**config.mk**
```make
export PLATFORM = sky130hd
export DESIGN_NAME = clb_ff_bank_flat
export DESIGN_NICKNAME = d
export VERILOG_FILES = /design/src/rtl/clb_ff_bank_if.sv /design/src/rtl/clb_ff_bank.sv /design/src/flat_wrapper.sv
export SDC_FILE = /design/constraint.sdc
export NUM_CORES = 1
export LEC_CHECK = 0
export ABC_AREA = 1
export ABC_CLOCK_PERIOD_IN_PS = 1500
export CAP_MARGIN = 10
export CORE_MARGIN = 1.5
export CORE_UTILIZATION = 45
export DETAILED_ROUTE_END_ITERATION = 16
export GPL_TIMING_DRIVEN = 0
export HOLD_SLACK_MARGIN = 0.15
export MAX_ROUTING_LAYER = met4
export PLACE_DENSITY = 0.73
export SETUP_SLACK_MARGIN = 0.1
export SYNTH_ARGS = -nofsm -noshare
export SYNTH_HDL_FRONTEND = slang
export SYNTH_SLANG_ARGS = --single-unit
```
**constraint.sdc**
```tcl
create_clock -name clk -period 1.5 [get_ports clk]
set_input_delay 0.45 -clock clk [delete_from_list [all_inputs] [get_ports clk]]
set_output_delay 0.45 -clock clk [all_outputs]
set_load 0.05 [all_outputs]
```
**src/rtl/clb_ff_bank_if.sv**
```systemverilog
//------------------------------------------------------------------------------
// Module      : clb_ff_bank_if
// Description : Bundles the configuration-chain and data signals of the
//               clb_ff_bank flip-flop bank.
//               cfg_en    - shift the configuration chain, freeze data flops
//               ccff_head - serial configuration data in
//               ccff_tail - serial configuration data out
//               ff_ce     - data flop clock enable, active high
//               ff_set    - synchronous set, active high
//               ff_D      - data inputs  [WIDTH-1:0]
//               ff_Q      - data outputs [WIDTH-1:0]
//               Modport master drives the bank; modport slave is the bank.
// Revision    : 1.0 - initial release
//------------------------------------------------------------------------------
`default_nettype none

interface clb_ff_bank_if #(
  parameter int WIDTH = 4
);

  logic             cfg_en;
  logic             ccff_head;
  logic             ccff_tail;
  logic             ff_ce;
  logic             ff_set;
  logic [WIDTH-1:0] ff_D;
  logic [WIDTH-1:0] ff_Q;

  modport master (
    output cfg_en,
    output ccff_head,
    input  ccff_tail,
    output ff_ce,
    output ff_set,
    output ff_D,
    input  ff_Q
  );

  modport slave (
    input  cfg_en,
    input  ccff_head,
    output ccff_tail,
    input  ff_ce,
    input  ff_set,
    input  ff_D,
    output ff_Q
  );

endinterface : clb_ff_bank_if

`default_nettype wire

```
**src/rtl/clb_ff_bank.sv**
```systemverilog
//------------------------------------------------------------------------------
// Module      : clb_ff_bank
// Description : Bank of WIDTH configurable flip-flops placed after the LUT
//               outputs of a logic-block tile. Each bit has a 2-bit mode and
//               a reset-init value, loaded through a serial configuration
//               chain (3 bits per flop).
//               Modes: 00 D-FF, 01 T-FF, 10 bypass (Q = D combinationally),
//                      11 hold (Q frozen except by reset).
// Ports       : clk   - fabric clock, rising edge
//               reset - synchronous, active-low reset of the data flops
//               bus   - clb_ff_bank_if.slave (config chain + data signals)
// Revision    : 1.0 - initial release
//------------------------------------------------------------------------------
`default_nettype none

module clb_ff_bank #(
  parameter int WIDTH = 4
) (
  input  logic          clk,
  input  logic          reset,
  clb_ff_bank_if.slave  bus
);

  // Chain length is derived from the bank width (3 bits per flop).
  localparam int CFG_BITS = 3 * WIDTH;

  localparam logic [1:0] c_MODE_DFF    = 2'b00;
  localparam logic [1:0] c_MODE_TFF    = 2'b01;
  localparam logic [1:0] c_MODE_BYPASS = 2'b10;
  localparam logic [1:0] c_MODE_HOLD   = 2'b11;

  //----------------------------------------------------------------------------
  // Configuration chain. Deliberately has no reset: the bitstream must
  // survive a user reset of the data flops.
  //----------------------------------------------------------------------------
  logic [CFG_BITS-1:0] r_cfg;

  always_ff @(posedge clk) begin
    if (bus.cfg_en) begin
      r_cfg <= {r_cfg[CFG_BITS-2:0], bus.ccff_head};
    end
  end

  assign bus.ccff_tail = r_cfg[CFG_BITS-1];

  //----------------------------------------------------------------------------
  // Per-bit field decode: bit i owns r_cfg[3i+2:3i] = {init, mode[1:0]}.
  //----------------------------------------------------------------------------
  logic [WIDTH-1:0] w_init;
  logic [WIDTH-1:0] w_is_dff;
  logic [WIDTH-1:0] w_is_tff;
  logic [WIDTH-1:0] w_is_bypass;
  logic [WIDTH-1:0] w_is_hold;

  for (genvar gi = 0; gi < WIDTH; gi++) begin : g_decode
    logic [1:0] w_mode;

    assign w_mode          = r_cfg[3*gi +: 2];
    assign w_init[gi]      = r_cfg[3*gi + 2];
    assign w_is_dff[gi]    = (w_mode == c_MODE_DFF);
    assign w_is_tff[gi]    = (w_mode == c_MODE_TFF);
    assign w_is_bypass[gi] = (w_mode == c_MODE_BYPASS);
    assign w_is_hold[gi]   = (w_mode == c_MODE_HOLD);
  end : g_decode

  //----------------------------------------------------------------------------
  // Data flop next-state. Reset and the config freeze are applied in the
  // register process; here only the per-mode priority set > enable > hold.
  // Bypass bits still track D under the enable so that switching a bit out of
  // bypass starts from a sensible value.
  //----------------------------------------------------------------------------
  logic [WIDTH-1:0] r_q;
  logic [WIDTH-1:0] w_q_next;

  always_comb begin
    w_q_next = r_q;
    for (int i = 0; i < WIDTH; i++) begin
      if (w_is_hold[i]) begin
        w_q_next[i] = r_q[i];
      end else if (bus.ff_set) begin
        w_q_next[i] = 1'b1;
      end else if (bus.ff_ce) begin
        if (w_is_tff[i]) begin
          w_q_next[i] = r_q[i] ^ bus.ff_D[i];
        end else if (w_is_dff[i] || w_is_bypass[i]) begin
          w_q_next[i] = bus.ff_D[i];
        end else begin
          w_q_next[i] = r_q[i];
        end
      end
    end
  end

  // Reset outranks the config freeze: a reset during shifting loads the init
  // bits as they stood before this edge's shift.
  always_ff @(posedge clk) begin
    if (!reset) begin
      r_q <= w_init;
    end else if (!bus.cfg_en) begin
      r_q <= w_q_next;
    end
  end

  //----------------------------------------------------------------------------
  // Output select: bypass bits are the only combinational D-to-Q path.
  //----------------------------------------------------------------------------
  assign bus.ff_Q = (w_is_bypass & bus.ff_D) | (~w_is_bypass & r_q);

endmodule : clb_ff_bank

`default_nettype wire

```
**src/flat_wrapper.sv**
```systemverilog
// flat-port wrapper written by rule: the top's interface ports become plain ports
module clb_ff_bank_flat 
#(
  parameter int WIDTH = 4
)
  (clk, reset, bus_cfg_en, bus_ccff_head, bus_ccff_tail, bus_ff_ce, bus_ff_set, bus_ff_D, bus_ff_Q);
  clb_ff_bank_if #(.WIDTH(WIDTH)) bus_i ();
  input  logic clk;
  input  logic reset;
  input wire logic [$bits(bus_i.cfg_en)-1:0] bus_cfg_en;
  input wire logic [$bits(bus_i.ccff_head)-1:0] bus_ccff_head;
  output wire logic [$bits(bus_i.ccff_tail)-1:0] bus_ccff_tail;
  input wire logic [$bits(bus_i.ff_ce)-1:0] bus_ff_ce;
  input wire logic [$bits(bus_i.ff_set)-1:0] bus_ff_set;
  input wire logic [$bits(bus_i.ff_D)-1:0] bus_ff_D;
  output wire logic [$bits(bus_i.ff_Q)-1:0] bus_ff_Q;
  assign bus_i.cfg_en = bus_cfg_en;
  assign bus_i.ccff_head = bus_ccff_head;
  assign bus_ccff_tail = bus_i.ccff_tail;
  assign bus_i.ff_ce = bus_ff_ce;
  assign bus_i.ff_set = bus_ff_set;
  assign bus_i.ff_D = bus_ff_D;
  assign bus_ff_Q = bus_i.ff_Q;
  clb_ff_bank #(.WIDTH(WIDTH)) u_core (.clk(clk), .reset(reset), .bus(bus_i));
endmodule
```
==> key figures <==
Floorplanning
  – Die X: 44.1 microns
  – Placeable Area: 0.00154 sq mm
  – Initial cell density of the core: 0.494
  – Row cnt: 14
  – DIE AREA: 0.00195 sq mm
  – I/O Pins: 15
  – Die Ht: 44.1 microns

Placed design
  – IO buf count: 14
  – Post-DP HPWL: 1040 microns
  – Placed Area: 996 sq um
  – RD Place Congestion: 0.778
  – DP Cell Count: 106

Detailed routing
  – ANT nets after route: 0
  – Via density: roughly 5.2
  – Drt total wl: 1560 microns
  – Pre-antenna DRT Iters: 4
  – Vias: 672
  – Routed len/inst: 12.1 microns
  – DR DRC count: 0
  – Starting DRC count in detailed routing: 15

Synth
  – Commonest cells in the synthesized netlist: 16 x edfxtp_1, 15 x inv_1, 8 x nand2_1, 8 x nor2_1, 7 x nand3_1
  – Post-synth top area cell: edfxtp_1
  – Post-synthesis net count: between 80 and 90
  – Synth async-reset ratio: 0
  – Post-Synthesis Mean Instance Area: about 10 sq um
  – Synth warn: 0
  – Largest cells by area after synthesis: edfxtp_1 63%, inv_1 7.4%, nand3_1 4.6%, nand2_1 3.9%, nor2_1 3.9%
  – Most common cell in the netlist: edfxtp_1
  – Synth top area share: 0.632
  – Register area share after synthesis: 0.632
  – Ys flop type: edfxtp_1
  – Cells after synthesis: 76
  – Cell variety after synth: 12
  – Post-synth EDFFs: 16
  – Flops & latches, synth: 16
  – Mapped Area: roughly 760 sq um

Clock tree
  – CTS H-Tree Depth: 1
  – Clock slew at reported path FFs: 0.09 ns
  – TritonCTS clock tree: built
  – Clk sinks: 16
  – Post-CTS Hold Fix Bufs: 0
  – CTS Buffer Depth: 2
  – Root Driver: clkbuf_4
  – Clk Latency, worst-skew pair: 0.28 ns
  – Inserted Clock Buffers: 3

Timing
  – Slew Viols, Final: 0
  – Period utilisation layout: 1.11
  – Min Tclk post-route: 1.66 ns
  – Worst-margin pin slew: 0.322 ns
  – Final hold vios: 0
  – Clock skew: between 0.0004 and 0.0005 ns
  – Fmax: 603 MHz
  – RSZ-0062 raised after global routing: true
  – Relative slew slack: 0.785
  – Fin worst setup slack: -0.159 ns
  – Smallest hold slack: 0.459 ns
  – Final setup violation count: 4

Setup path
  – Worst Path Arrival: 1.21 ns
  – Worst R2R Start: u_core.r_cfg[7]
  – Crit start category: flop
  – CP Max Fanout: 4
  – CP top delay family: flip-flops
  – Worst Path Buf+Inv: 1
  – Crit path launch: u_core.r_cfg[4]
  – Crit path kind: reg -> out
  – Critical-path top delay cell: edfxtp_1
  – WP data required: 1.05 ns
  – Max stage delay on crit path: 0.49 ns
  – Cells along the critical path: a21oi_2 -> a31oi_4 -> buf_6
  – CP Capture Type: primary output

Min path
  – Min-delay src: u_core.r_cfg[5]
  – Hold Crit Class: reg -> reg

Cells and area
  – Area delta synth->final: 52.5%
  – Non-Filler Instances: 129
  – Layout cells sized above 1: 0.442
  – Post-route cell area: 0.00116 sq mm
  – ANT cells: 0
  – Nets@finish: 124

Outcome
  – Status: finished with violations
  – Failing checks: negative setup slack

Global routing
  – Grt total ovfl: 0
  – Global-route wire length before repair: 2550 microns
  – Initial antenna violation count: 0
  – Vias in the first global route: 615
  – Global Route Usage Sum: 0.193
  – Largest net degree at the start of global routing: 14

Power
  – Peak VDD IR: slightly below 0.6 mV
  – Total power: 1.04 mW
  – Power Density: 893 mW/mm^2
  – LEAKAGE: 0.504 nW

Flow run
  – Max Cap Viol: 0
metrics by stage:
step	worst slack (ns)	TNS [ns]	utilization
2_1_floorplan	0.111	0	-
3_3_place_gp	-0.938	-7.80	0.646
3_5_place_dp	-0.945	-8.72	0.646
4_1_cts	-0.173	-0.589	0.730
5_1_grt	-0.229	-0.758	0.752
6_report	-0.159	-0.540	0.752
state kept, by name, summed over array words and instances (netlist names):
signal        cells
u_core.r_cfg     12
u_core.r_q        4
cell usage in the layout (no fill, tap or decap), types with 4 or more instances in the layout:
cell,synthesis,layout
a21oi_2,0,4
a31oi_4,0,4
edfxtp_1,16,16
buf_4,0,19
nor3_1,4,4
nand3_1,7,7
inv_2,1,9
dlygate4sd2_1,0,4
nand2_1,8,8
nand4_1,4,4
buf_6,0,4
inv_1,15,7
nor2_1,8,7
path summary, 6_finish.rpt:
kind                     endpoint  slack [ns]  depth (start not counted)
setup / recovery      bus_ff_Q[1]       -0.16                          3
hold reg to reg   u_core.r_cfg[6]        0.46                          0
hold / removal    u_core.r_cfg[6]        0.46                          0
setup reg to reg    u_core.r_q[2]        0.21                          5
layout make-up:
type | instances | area (sq um)
flip-flops and latches | 16 | 480
fillers | 107 | 382
multi-input cells | 44 | 298
repair buffers | 33 | 275
inverters | 16 | 60.1
clock buffers | 3 | 22.5
well taps | 16 | 20.0
clock inverters | 1 | 3.75
what timing repair did:
action	in CTS	in global routing
buffers inserted	14	5
cloned	0	0
endpoints found under the setup margin	9	10
gates resized for setup	44	2
pin swaps	3	0
worst register-to-register path, stage by stage (launching register included):
cell,delay (ns)
edfxtp_1,0.47
buf_4,0.17
buf_4,0.13
inv_1,0.08
nor3_1,0.06
nor2_1,0.11
metal layers:
metal	share of wire	vias up	GRT usage
li1	-	336	-
met2	0.51	12	0.294
met4	0.0058	0	0.109
met1	0.45	322	0.248
met3	0.030	2	0.0245
met5	0	-	-
where the power goes:
group / internal (mW) / switching (mW) / total [mW]
Combinational: 0.112 / 0.133 / 0.245
Clock: 0.0966 / 0.138 / 0.235
Sequential: 0.529 / 0.0264 / 0.555
Total: 0.738 / 0.298 / 1.04
cell families after synthesis:
group	synth area share
buf+inv	0.0789
compound gates	0.0658
flops	0.632
simple gates	0.224
No activity file was read; power rests on OpenSTA's default activity.
==> variant (config.mk and constraints unchanged) <==
`WIDTH` is set to 4 in 3 places; all go to 3.
--- a/src/rtl/clb_ff_bank_if.sv
+++ b/src/rtl/clb_ff_bank_if.sv
@@ -16,5 +16,5 @@
 
 interface clb_ff_bank_if #(
-  parameter int WIDTH = 4
+  parameter int WIDTH = 3
 );
 
--- a/src/rtl/clb_ff_bank.sv
+++ b/src/rtl/clb_ff_bank.sv
@@ -15,5 +15,5 @@
 
 module clb_ff_bank #(
-  parameter int WIDTH = 4
+  parameter int WIDTH = 3
 ) (
   input  logic          clk,
--- a/src/flat_wrapper.sv
+++ b/src/flat_wrapper.sv
@@ -2,5 +2,5 @@
 module clb_ff_bank_flat 
 #(
-  parameter int WIDTH = 4
+  parameter int WIDTH = 3
 )
   (clk, reset, bus_cfg_en, bus_ccff_head, bus_ccff_tail, bus_ff_ce, bus_ff_set, bus_ff_D, bus_ff_Q);
Ports: changed (resized bus_ff_D and bus_ff_Q); port bits go from 15 to 13. The function was not compared with the original's and may differ.
==> variant against the unedited design <==
- global-route usage increased by 1.7 points
- design area down 24%
- power shrank 23%
- sequential cell count is 4 lower
- synthesized area fell by 24%
- setup slack gained 0.037 ns
- routed wire length shrank 21%
- largest power group unchanged
- the flow still finishes with violations (negative setup slack)
- largest cell class unchanged
- final cell count down 23%
- core utilization increased by 0.62 points
- sequential power is 25% lower
==> variant: results (changes against the unedited design) <==
| Metric | Value |
|---|---|
| Fin worst setup slack | -0.122 ns (+0.0366 ns) |
| Final clock skew | 0.00367 ns (+0.00324 ns) |
| Endpoints failing setup | 3 (-1) |
| Fraction of the mapped netlist area in compound gates | 6.74% (+0.16 points) |
| Net count of the mapped netlist | 67 (-22%) |
| Port Buf Inserts | 12 (-2) |
| Placed Instance Area | 769 um^2 (-23%) |
| Worst reg-to-reg path cell count | 8 (+3) |
| Pin slew with the least headroom to its limit | 0.444 ns (+0.122 ns) |
| Final non-clock buffer share | 22.7% (-1.1 points) |
| Placer congestion estimate | 0.746 (-4.1%) |
| Tot GR Track Use | 21.0% (+1.7 points) |
| Worst-case vdd ir drop | 563 uV (-4.0%) |
| Worst reg2reg path startpoint | u_core.r_cfg[1]$_DFFE_PP_ |
| Outcome | finished, violations left |
| Sequential cell area fraction in the yosys report | 62.6% (-0.55 points) |
| Worst setup slack after placement | -0.945 ns (-0.000298 ns) |
| R2R setup slack | 0.14 ns (-0.07 ns) |
| Vias per cell | 5.01 (-3.8%) |
| Maximum number of pins on one net before global-route repair | 11 (-3) |
| Registers with the most flip-flops | u_core.r_cfg x9, u_core.r_q x3 |
| Lkg Pwr | 0.376 nW (-25%) |
| Violations in the final reports | negative setup slack |
| Post-route worst hold slack | 0.449 ns (-0.0100 ns) |
| Synth area leaders | edfxtp_1 (63%), inv_1 (7.2%), nor2_1 (4.6%) |
| Crit-path max FO | 3 (-1) |
==> variant: power by group through the flow <==
stage / registers (mW) / logic, mW / clock network, mW
after detailed placement: 0.429 / 0.157 / 0
after global placement: 0.428 / 0.153 / 0
after global routing: 0.420 / 0.203 / 0.213
final: 0.417 / 0.188 / 0.197
after floorplan: 0.428 / 0.0960 / 0
after CTS: 0.418 / 0.176 / 0.201
==> variant: timing repair <==
item | CTS | global route
resized for setup | 33 | 3
setup endpoints to repair | 7 | 8
setup buffers | 7 | 4
pin swaps | 3 | 1
==> variant: per-layer routing <==
metal | up-vias | routed length (um) | global-route usage, %
met3 | 2 | 49 | 6.94
met5 | - | 0 | -
met1 | 228 | 538 | 24.1
met4 | 0 | 12 | 5.17
met2 | 9 | 636 | 35.4
li1 | 257 | - | -
